**src/rtl/instr_align_if.sv**
```systemverilog
// rtl/instr_align_if.sv - fetch/decode handshake bundle for instr_align
interface instr_align_if #(
    parameter int XLEN = 64
);
    logic            FetchValidF;
    logic [31:0]     FetchWordF;
    logic            FetchReadyF;
    logic            InstrValidD;
    logic            InstrReadyD;
    logic [31:0]     InstrRawD;
    logic            CompressedD;
    logic [XLEN-1:0] PCD;
    logic            FlushD;
    logic [XLEN-1:0] FlushPCD;

    modport slave (
        input  FetchValidF, FetchWordF, InstrReadyD, FlushD, FlushPCD,
        output FetchReadyF, InstrValidD, InstrRawD, CompressedD, PCD
    );

    modport master (
        output FetchValidF, FetchWordF, InstrReadyD, FlushD, FlushPCD,
        input  FetchReadyF, InstrValidD, InstrRawD, CompressedD, PCD
    );
endinterface

```
**src/rtl/instr_align.sv**
```systemverilog
// rtl/instr_align.sv - halfword realigner between 32-bit fetch words and decode
// Compressed (16-bit) instruction support is enabled by defining INSTR_ALIGN_ZCA_EN.
module instr_align #(
    parameter int              XLEN         = 64,
    parameter logic [XLEN-1:0] RESET_VECTOR = XLEN'('h80000000)
) (
    input  logic         clk,
    input  logic         reset_n,
    instr_align_if.slave bus
);
`ifdef INSTR_ALIGN_ZCA_EN
    localparam int DEPTH = 3;
`else
    localparam int DEPTH = 2;
`endif

    logic [15:0]     hw_q [DEPTH];
    logic [15:0]     hw_d [DEPTH];
    logic [1:0]      count_q, count_d;
    logic [XLEN-1:0] pc_q, pc_d;
    logic [1:0]      cnt;
    logic            instr_valid, consume, fetch_ready, fetch;
`ifdef INSTR_ALIGN_ZCA_EN
    logic            drop_q, drop_d;
    logic            head_is_32;
    logic [1:0]      head_len;
`endif

    always_comb begin
`ifdef INSTR_ALIGN_ZCA_EN
        head_is_32  = hw_q[0][1:0] == 2'b11;
        head_len    = head_is_32 ? 2'd2 : 2'd1;
        instr_valid = count_q >= head_len;
        consume     = instr_valid && bus.InstrReadyD;
        // Accept only when a whole word is guaranteed to fit, independent of decode.
        fetch_ready = count_q <= 2'd1;
`else
        instr_valid = count_q == 2'd2;
        consume     = instr_valid && bus.InstrReadyD;
        fetch_ready = (count_q == 2'd0) || consume;
`endif
        fetch = bus.FetchValidF && fetch_ready;

        hw_d = hw_q;
        cnt  = count_q;
        pc_d = pc_q;
`ifdef INSTR_ALIGN_ZCA_EN
        drop_d = drop_q;
        if (consume) begin
            cnt  = count_q - head_len;
            pc_d = pc_q + (head_is_32 ? XLEN'(4) : XLEN'(2));
            if (head_is_32) begin
                hw_d[0] = hw_q[2];
            end else begin
                hw_d[0] = hw_q[1];
                hw_d[1] = hw_q[2];
            end
        end
        if (fetch) begin
            // A redirect into the upper halfword skips the lower half of the first word.
            for (int i = 0; i < DEPTH; i++) begin
                if (drop_q) begin
                    if (i == int'(cnt)) hw_d[i] = bus.FetchWordF[31:16];
                end else begin
                    if (i == int'(cnt))          hw_d[i] = bus.FetchWordF[15:0];
                    else if (i == int'(cnt) + 1) hw_d[i] = bus.FetchWordF[31:16];
                end
            end
            cnt    = cnt + (drop_q ? 2'd1 : 2'd2);
            drop_d = 1'b0;
        end
        count_d = cnt;
        if (bus.FlushD) begin
            count_d = 2'd0;
            pc_d    = bus.FlushPCD;
            drop_d  = bus.FlushPCD[1];
        end
`else
        if (consume) begin
            cnt  = 2'd0;
            pc_d = pc_q + XLEN'(4);
        end
        if (fetch) begin
            hw_d[0] = bus.FetchWordF[15:0];
            hw_d[1] = bus.FetchWordF[31:16];
            cnt     = 2'd2;
        end
        count_d = cnt;
        if (bus.FlushD) begin
            count_d = 2'd0;
            pc_d    = bus.FlushPCD;
        end
`endif
    end

`ifdef INSTR_ALIGN_ZCA_EN
    assign bus.InstrRawD   = !instr_valid ? 32'h0 :
                             head_is_32   ? {hw_q[1], hw_q[0]} : {16'h0, hw_q[0]};
    assign bus.CompressedD = instr_valid && !head_is_32;
`else
    assign bus.InstrRawD   = instr_valid ? {hw_q[1], hw_q[0]} : 32'h0;
    assign bus.CompressedD = 1'b0;
`endif
    assign bus.InstrValidD = instr_valid;
    assign bus.FetchReadyF = fetch_ready;
    assign bus.PCD         = pc_q;

    always_ff @(posedge clk or negedge reset_n) begin
        if (!reset_n) begin
            count_q <= 2'd0;
            pc_q    <= RESET_VECTOR;
`ifdef INSTR_ALIGN_ZCA_EN
            drop_q  <= 1'b0;
`endif
        end else begin
            count_q <= count_d;
            pc_q    <= pc_d;
`ifdef INSTR_ALIGN_ZCA_EN
            drop_q  <= drop_d;
`endif
        end
    end

    // Payload storage needs no reset; count_q alone qualifies it.
    always_ff @(posedge clk) begin
        hw_q <= hw_d;
    end
endmodule

```
**src/flat_wrapper.sv**
```systemverilog
// flat-port wrapper written by rule: the top's interface ports become plain ports
module instr_align_flat 
#(
    parameter int              XLEN         = 64,
    parameter logic [XLEN-1:0] RESET_VECTOR = XLEN'('h80000000)
)
  (clk, reset_n, bus_FetchValidF, bus_FetchWordF, bus_InstrReadyD, bus_FlushD, bus_FlushPCD, bus_FetchReadyF, bus_InstrValidD, bus_InstrRawD, bus_CompressedD, bus_PCD);
  instr_align_if #(.XLEN(XLEN)) bus_i ();
  input  logic clk;
  input  logic reset_n;
  input wire logic [$bits(bus_i.FetchValidF)-1:0] bus_FetchValidF;
  input wire logic [$bits(bus_i.FetchWordF)-1:0] bus_FetchWordF;
  input wire logic [$bits(bus_i.InstrReadyD)-1:0] bus_InstrReadyD;
  input wire logic [$bits(bus_i.FlushD)-1:0] bus_FlushD;
  input wire logic [$bits(bus_i.FlushPCD)-1:0] bus_FlushPCD;
  output wire logic [$bits(bus_i.FetchReadyF)-1:0] bus_FetchReadyF;
  output wire logic [$bits(bus_i.InstrValidD)-1:0] bus_InstrValidD;
  output wire logic [$bits(bus_i.InstrRawD)-1:0] bus_InstrRawD;
  output wire logic [$bits(bus_i.CompressedD)-1:0] bus_CompressedD;
  output wire logic [$bits(bus_i.PCD)-1:0] bus_PCD;
  assign bus_i.FetchValidF = bus_FetchValidF;
  assign bus_i.FetchWordF = bus_FetchWordF;
  assign bus_i.InstrReadyD = bus_InstrReadyD;
  assign bus_i.FlushD = bus_FlushD;
  assign bus_i.FlushPCD = bus_FlushPCD;
  assign bus_FetchReadyF = bus_i.FetchReadyF;
  assign bus_InstrValidD = bus_i.InstrValidD;
  assign bus_InstrRawD = bus_i.InstrRawD;
  assign bus_CompressedD = bus_i.CompressedD;
  assign bus_PCD = bus_i.PCD;
  instr_align #(.XLEN(XLEN), .RESET_VECTOR(RESET_VECTOR)) u_core (.clk(clk), .reset_n(reset_n), .bus(bus_i));
endmodule
```
**config.mk**
```make
export PLATFORM = sky130hd
export DESIGN_NAME = instr_align_flat
export DESIGN_NICKNAME = d
export VERILOG_FILES = /design/src/rtl/instr_align_if.sv /design/src/rtl/instr_align.sv /design/src/flat_wrapper.sv
export SDC_FILE = /design/constraint.sdc
export NUM_CORES = 1
export LEC_CHECK = 0
export CAP_MARGIN = 30
export CORE_MARGIN = 4
export CORE_UTILIZATION = 35
export CTS_CLUSTER_DIAMETER = 50
export DETAILED_ROUTE_END_ITERATION = 8
export GPL_TIMING_DRIVEN = 0
export PLACE_DENSITY = 0.71
export SYNTH_ARGS = -nofsm -noshare
export SYNTH_HDL_FRONTEND = slang
export SYNTH_SLANG_ARGS = --single-unit
```
**constraint.sdc**
```tcl
create_clock -name clk -period 3.4 [get_ports clk]
set_input_delay 0.85 -clock clk [delete_from_list [all_inputs] [get_ports clk]]
set_output_delay 0.85 -clock clk [all_outputs]
set_load 0.005 [all_outputs]
```
# [Word-level counts from Yosys, hierarchy flattened]
# Index checks and enable logic that the tools add are counted.
[classes] add_sub_neg=1 n_eq_ne=1 n_mux=6 reduce_logical=6
[op_table] cell="two-way mux 64 bit" n=2
[op_table] cell="adder 64 x 3 -> 64 bit (second input constant)" n=1
[op_table] cell="two-way mux 32 bit" n=1
[op_table] cell="two-way mux 2 bit" n=3
[op_table] cell="nonzero test 3 bit" n=1
[op_table] cell="equality test 2 bit (second input constant)" n=1
[op_table] cell="logical AND 1 bit" n=2
[op_table] cell="zero test 2 bit" n=1
[op_table] cell="nonzero test 2 bit" n=1
[op_table] cell="logical OR 1 bit" n=1
[totals] ff_bits=98 in_bits=101 out_inout_bits=99 wordCells=18

# [Depth between registers and ports, before layout]
[logic_depth] ltp_word=6 mapped_depth=7 ltp_nobuf=6

# [Least setup slack after synthesis]
# Ideal clock, no wire load.
[synth_timing] path_type="input-to-reg" start="input bus_InstrReadyD" end="register u_core.pc_q[59] (netlist: u_core.bus.PCD[59])" setup_ns=0.082 t_arrival_ns=2.495 t_required_ns=3.318 slack_ns=0.823 cell_stages=6 path_buffers=1 path_cell_list="and4_1 -> nand4_4 -> or4_1 -> buf_2 -> or4_1 -> a31oi_1"
[synth_between] elab_chain_cells=2
[synth_rtl] item="start, declared" line_no="flat_wrapper.sv:13" rtl="input wire logic [$bits(bus_i.InstrReadyD)-1:0] bus_InstrReadyD;"
[synth_rtl] item="logical AND 1 bit" line_no="instr_align.sv:39" rtl="consume = instr_valid && bus.InstrReadyD;"
[synth_rtl] item="nonzero test 2 bit (no line)"
[synth_rtl] item="end signal, assigned" line_no="instr_align.sv:117" rtl="pc_q <= pc_d;"
[synth_rtl] item="end, declared" line_no="instr_align.sv:20" rtl="logic [XLEN-1:0] pc_q, pc_d;"
# Every way passes these cells.
# A chain may end at the register's enable or synchronous reset.

# [Final worst setup path]
[layout_timing] start="input bus_InstrReadyD" end="register u_core.pc_q[58] (netlist: u_core.bus.PCD[58])"
# Same word-level chain as after synthesis.

==> results.yml <==
outcome:
  status: "finished clean"
clocking:
  hold_buffers: 0
  cts_resized: 0
  clock_sinks: 97
  cts_made_buffers: 9
  clk_path_buf_depth: 2
  path_clk_slew_ns: 0.07
  clockRootBuffer: "clkbuf_16"
  worstSkewPairLatency_ns: 0.35
  cts_tree: "done"
  post_cts_buffers: 0
  htreeDepth: 3
min_path:
  hold_start: "u_core.bus.PCD[1]"
  hp-class: "register to register"
synthesis:
  synth_compound_area_share_pct: 8.711
  postSynthAreaPerCell_um2: 9.837
  yosys.area.top_type: "dfrtp_1"
  yosysUniqueCellTypes: 42
  yosys.area_share.simple_pct: 28.43
  synth-seq-cells: 97
  syn_area_mm2: 0.005056
  syn-num-nets: 616
  yosys_warnings: 0
  synth_fa_ha_area_share_pct: 0.2475
  synth_top_area_share_pct: 31.68
  synth.area.mux_share_pct: 1.089
  synth_area_leaders: "dfrtp_1 (32%), edfxtp_1 (19%), xnor2_1 (5.0%), o21ai_0 (4.9%), nand2_1 (4.7%)"
  synth_top_family_by_area: "simple AND/OR/NAND/NOR gates"
  syn_inst: 514
  ys_seq_area_share_pct: 51.20
  synth_xor_area_share_pct: 7.275
timing:
  finalMaxSlewViolations: 0
  fin_ws_ns: 0.3679
  tns_ns: 0
  finalSetupViolCount: 0
  min_period_ns: 3.032
  worst_slew_pin_slew_ns: 0.8660
  hold_ws_ns: 0.5216
  min_period_over_period_pct: 89.18
  hold_viol: 0
  slew_headroom_pct: 41.79
  rsz0062_at_grt: "false"
  fin_skew_ns: 0.007625
  maxClockFrequency_ghz: 0.3298
drt:
  vias: 4819
  ant_nets: 0
  wire_per_inst_um: 17.86
  first_pass_iters: 6
  drcViolationCount: 0
  via_per_inst: 5.301
  drt_wl_total_um: 16240
  drt-initial-drc-count: 344
critical_path:
  critPathMaxFanout: 7
  endpoint_kind: "register"
  cp_top_family: "simple AND/OR/NAND/NOR gates"
  cp.required_ns: 3.67
  worstReg2RegStart: "u_core.bus.PCD[11]"
  crit_arrival_ns: 3.30
  cp_num_buf_inv: 2
  slowest_delay_ns: 0.58
  worstSetupPathType: "primary input to register"
  startpoint: "bus_InstrReadyD"
  worstSetupStartpointType: "primary input"
  cp_slowest_cell: "or4_1"
  crit_chain: "clkdlybuf4s50_1, and4_1, clkbuf_1, and2_1, nand4_1, or4_1, a31oi_1"
final_layout:
  final_common_cell: "clkdlybuf4s50_1"
  area_delta_synth_final_pct: 49.07
  fillers: 1321
  fin_nets: 825
  mostFrequentLayoutCells: "clkdlybuf4s50_1 (196), dfrtp_1 (64), nand2_1 (63)"
  drive_above_1_share_pct: 4.533
die:
  start_util_pct: 36.14
  core_mm2: 0.01399
  die-area_mm2: 0.01643
  pin_count: 200
  die_y_um: 128.2
  rows: 43
  die_w_um: 128.2
pwr:
  irDropWorstVdd_mv: 0.1940
  finalPower_mw: 2.886
  p_leak_nw: 2.692
  p_per_area_mw_per_mm2: 382.9
global_route:
  grtUsageTotal_pct: 19.87
  grt_max_degree: 66
  grt_pass1_wl_um: 25760
  antenna_found_initial: 1
  grt_pass1_vias: 4912
  grt_overflow: 0
placed_design:
  dpl.hpwl_um: 12340
  gp_congestion: 0.8514
  dp_slack_ns: 0.03730
  port_buffers: 197
run:
  cap_violations: 0
==> through the flow <==
| stage | instances | utilization (%) | cell area, um^2 |
|---|---|---|---|
| 2_1_floorplan | 514 | - | 5056 |
| 6_report | 909 | 53.88 | 7537 |
| 3_3_place_gp | 891 | 51.85 | 7253 |
| 5_1_grt | 909 | 53.88 | 7537 |
| 4_1_cts | 908 | 53.86 | 7535 |
| 3_5_place_dp | 892 | 52.03 | 7278 |
==> routing by layer <==
metal / GRT usage (%) / part of all wire, %
met1: 26.39 / 43
met2: 31.32 / 48
met3: 5.583 / 7.7
met4: 6.492 / 1.7
met5: 0 / 0
==> area by class of cell <==
type                       instances  area, um^2  share of cell area [%]
timing repair buffer             198        1997                   26.49
sequential                        97        2589                   34.35
buffer                            27       116.4                   1.544
inverter                           9       33.78                  0.4482
antenna                            1       2.502                 0.03320
clock buffer                      12       236.5                   3.137
tap                              180       225.2                   2.988
clock inverter                     4       20.02                  0.2656
multi-input combinational        381        2317                   30.74
==> flip-flops by register name (all words and copies together), names as in the netlist <==
register	cells
u_core.bus.PCD	64
u_core.count_q	1
u_core.hw_q	32
==> final timing paths <==
check,to,slack [ns],cells after the start
min in group asynchronous,u_core.bus.PCD[63],0.60,1
worst max register to register,u_core.bus.PCD[58],0.70,5
max in group asynchronous,u_core.bus.PCD[2],2.22,1
worst max-delay path,u_core.bus.PCD[58],0.37,7
worst min-delay path,u_core.bus.PCD[1],0.52,1
worst min register to register,u_core.bus.PCD[1],0.52,1
==> synthesized netlist by cell type <==
| library cell | n |
|---|---|
| xnor2_1 | 29 |
| nand2b_1 | 1 |
| a31oi_1 | 18 |
| ha_1 | 1 |
| nor4_1 | 13 |
| a22oi_1 | 1 |
| clkbuf_2 | 1 |
| o21ai_1 | 2 |
| and3_1 | 6 |
| nand4_1 | 22 |
| and4_4 | 1 |
| xor2_1 | 13 |
| nor3_1 | 7 |
| and2_1 | 37 |
| dfstp_2 | 1 |
| and4_1 | 13 |
| or4_1 | 13 |
| conb_1 | 1 |
| nor2_1 | 29 |
| and4_2 | 2 |
| mux2_2 | 4 |
| nand3_1 | 25 |
| nand4bb_1 | 1 |
| o21ai_0 | 49 |
| nor4_2 | 1 |
| a21oi_1 | 1 |
| buf_2 | 2 |
| inv_1 | 9 |
| or3_1 | 12 |
| nand2_1 | 63 |
| or3_4 | 1 |
| dfrtp_1 | 64 |
| or4_4 | 1 |
| nand3_4 | 1 |
| edfxtp_1 | 32 |
| o31ai_1 | 8 |
| nor2b_1 | 1 |
| nand3b_1 | 1 |
| clkbuf_1 | 21 |
| buf_4 | 3 |
| mux2i_1 | 1 |
| nand4_4 | 2 |
==> power breakdown <==
part	switching, mW	leakage [nW]	internal (mW)
registers	0.112	1.08	1.31
logic	0.208	1.50	0.339
clock network	0.430	0.118	0.491
==> logic make-up after synthesis <==
| kind of cell | Yosys count |
|---|---|
| simple gates | 253 |
| flops | 97 |
| compound gates | 79 |
| xor+xnor | 42 |
| buf+inv | 36 |
| mux | 5 |
| fa+ha+maj | 1 |
| other cells | 1 |
No activity file was read; power rests on OpenSTA's default activity.
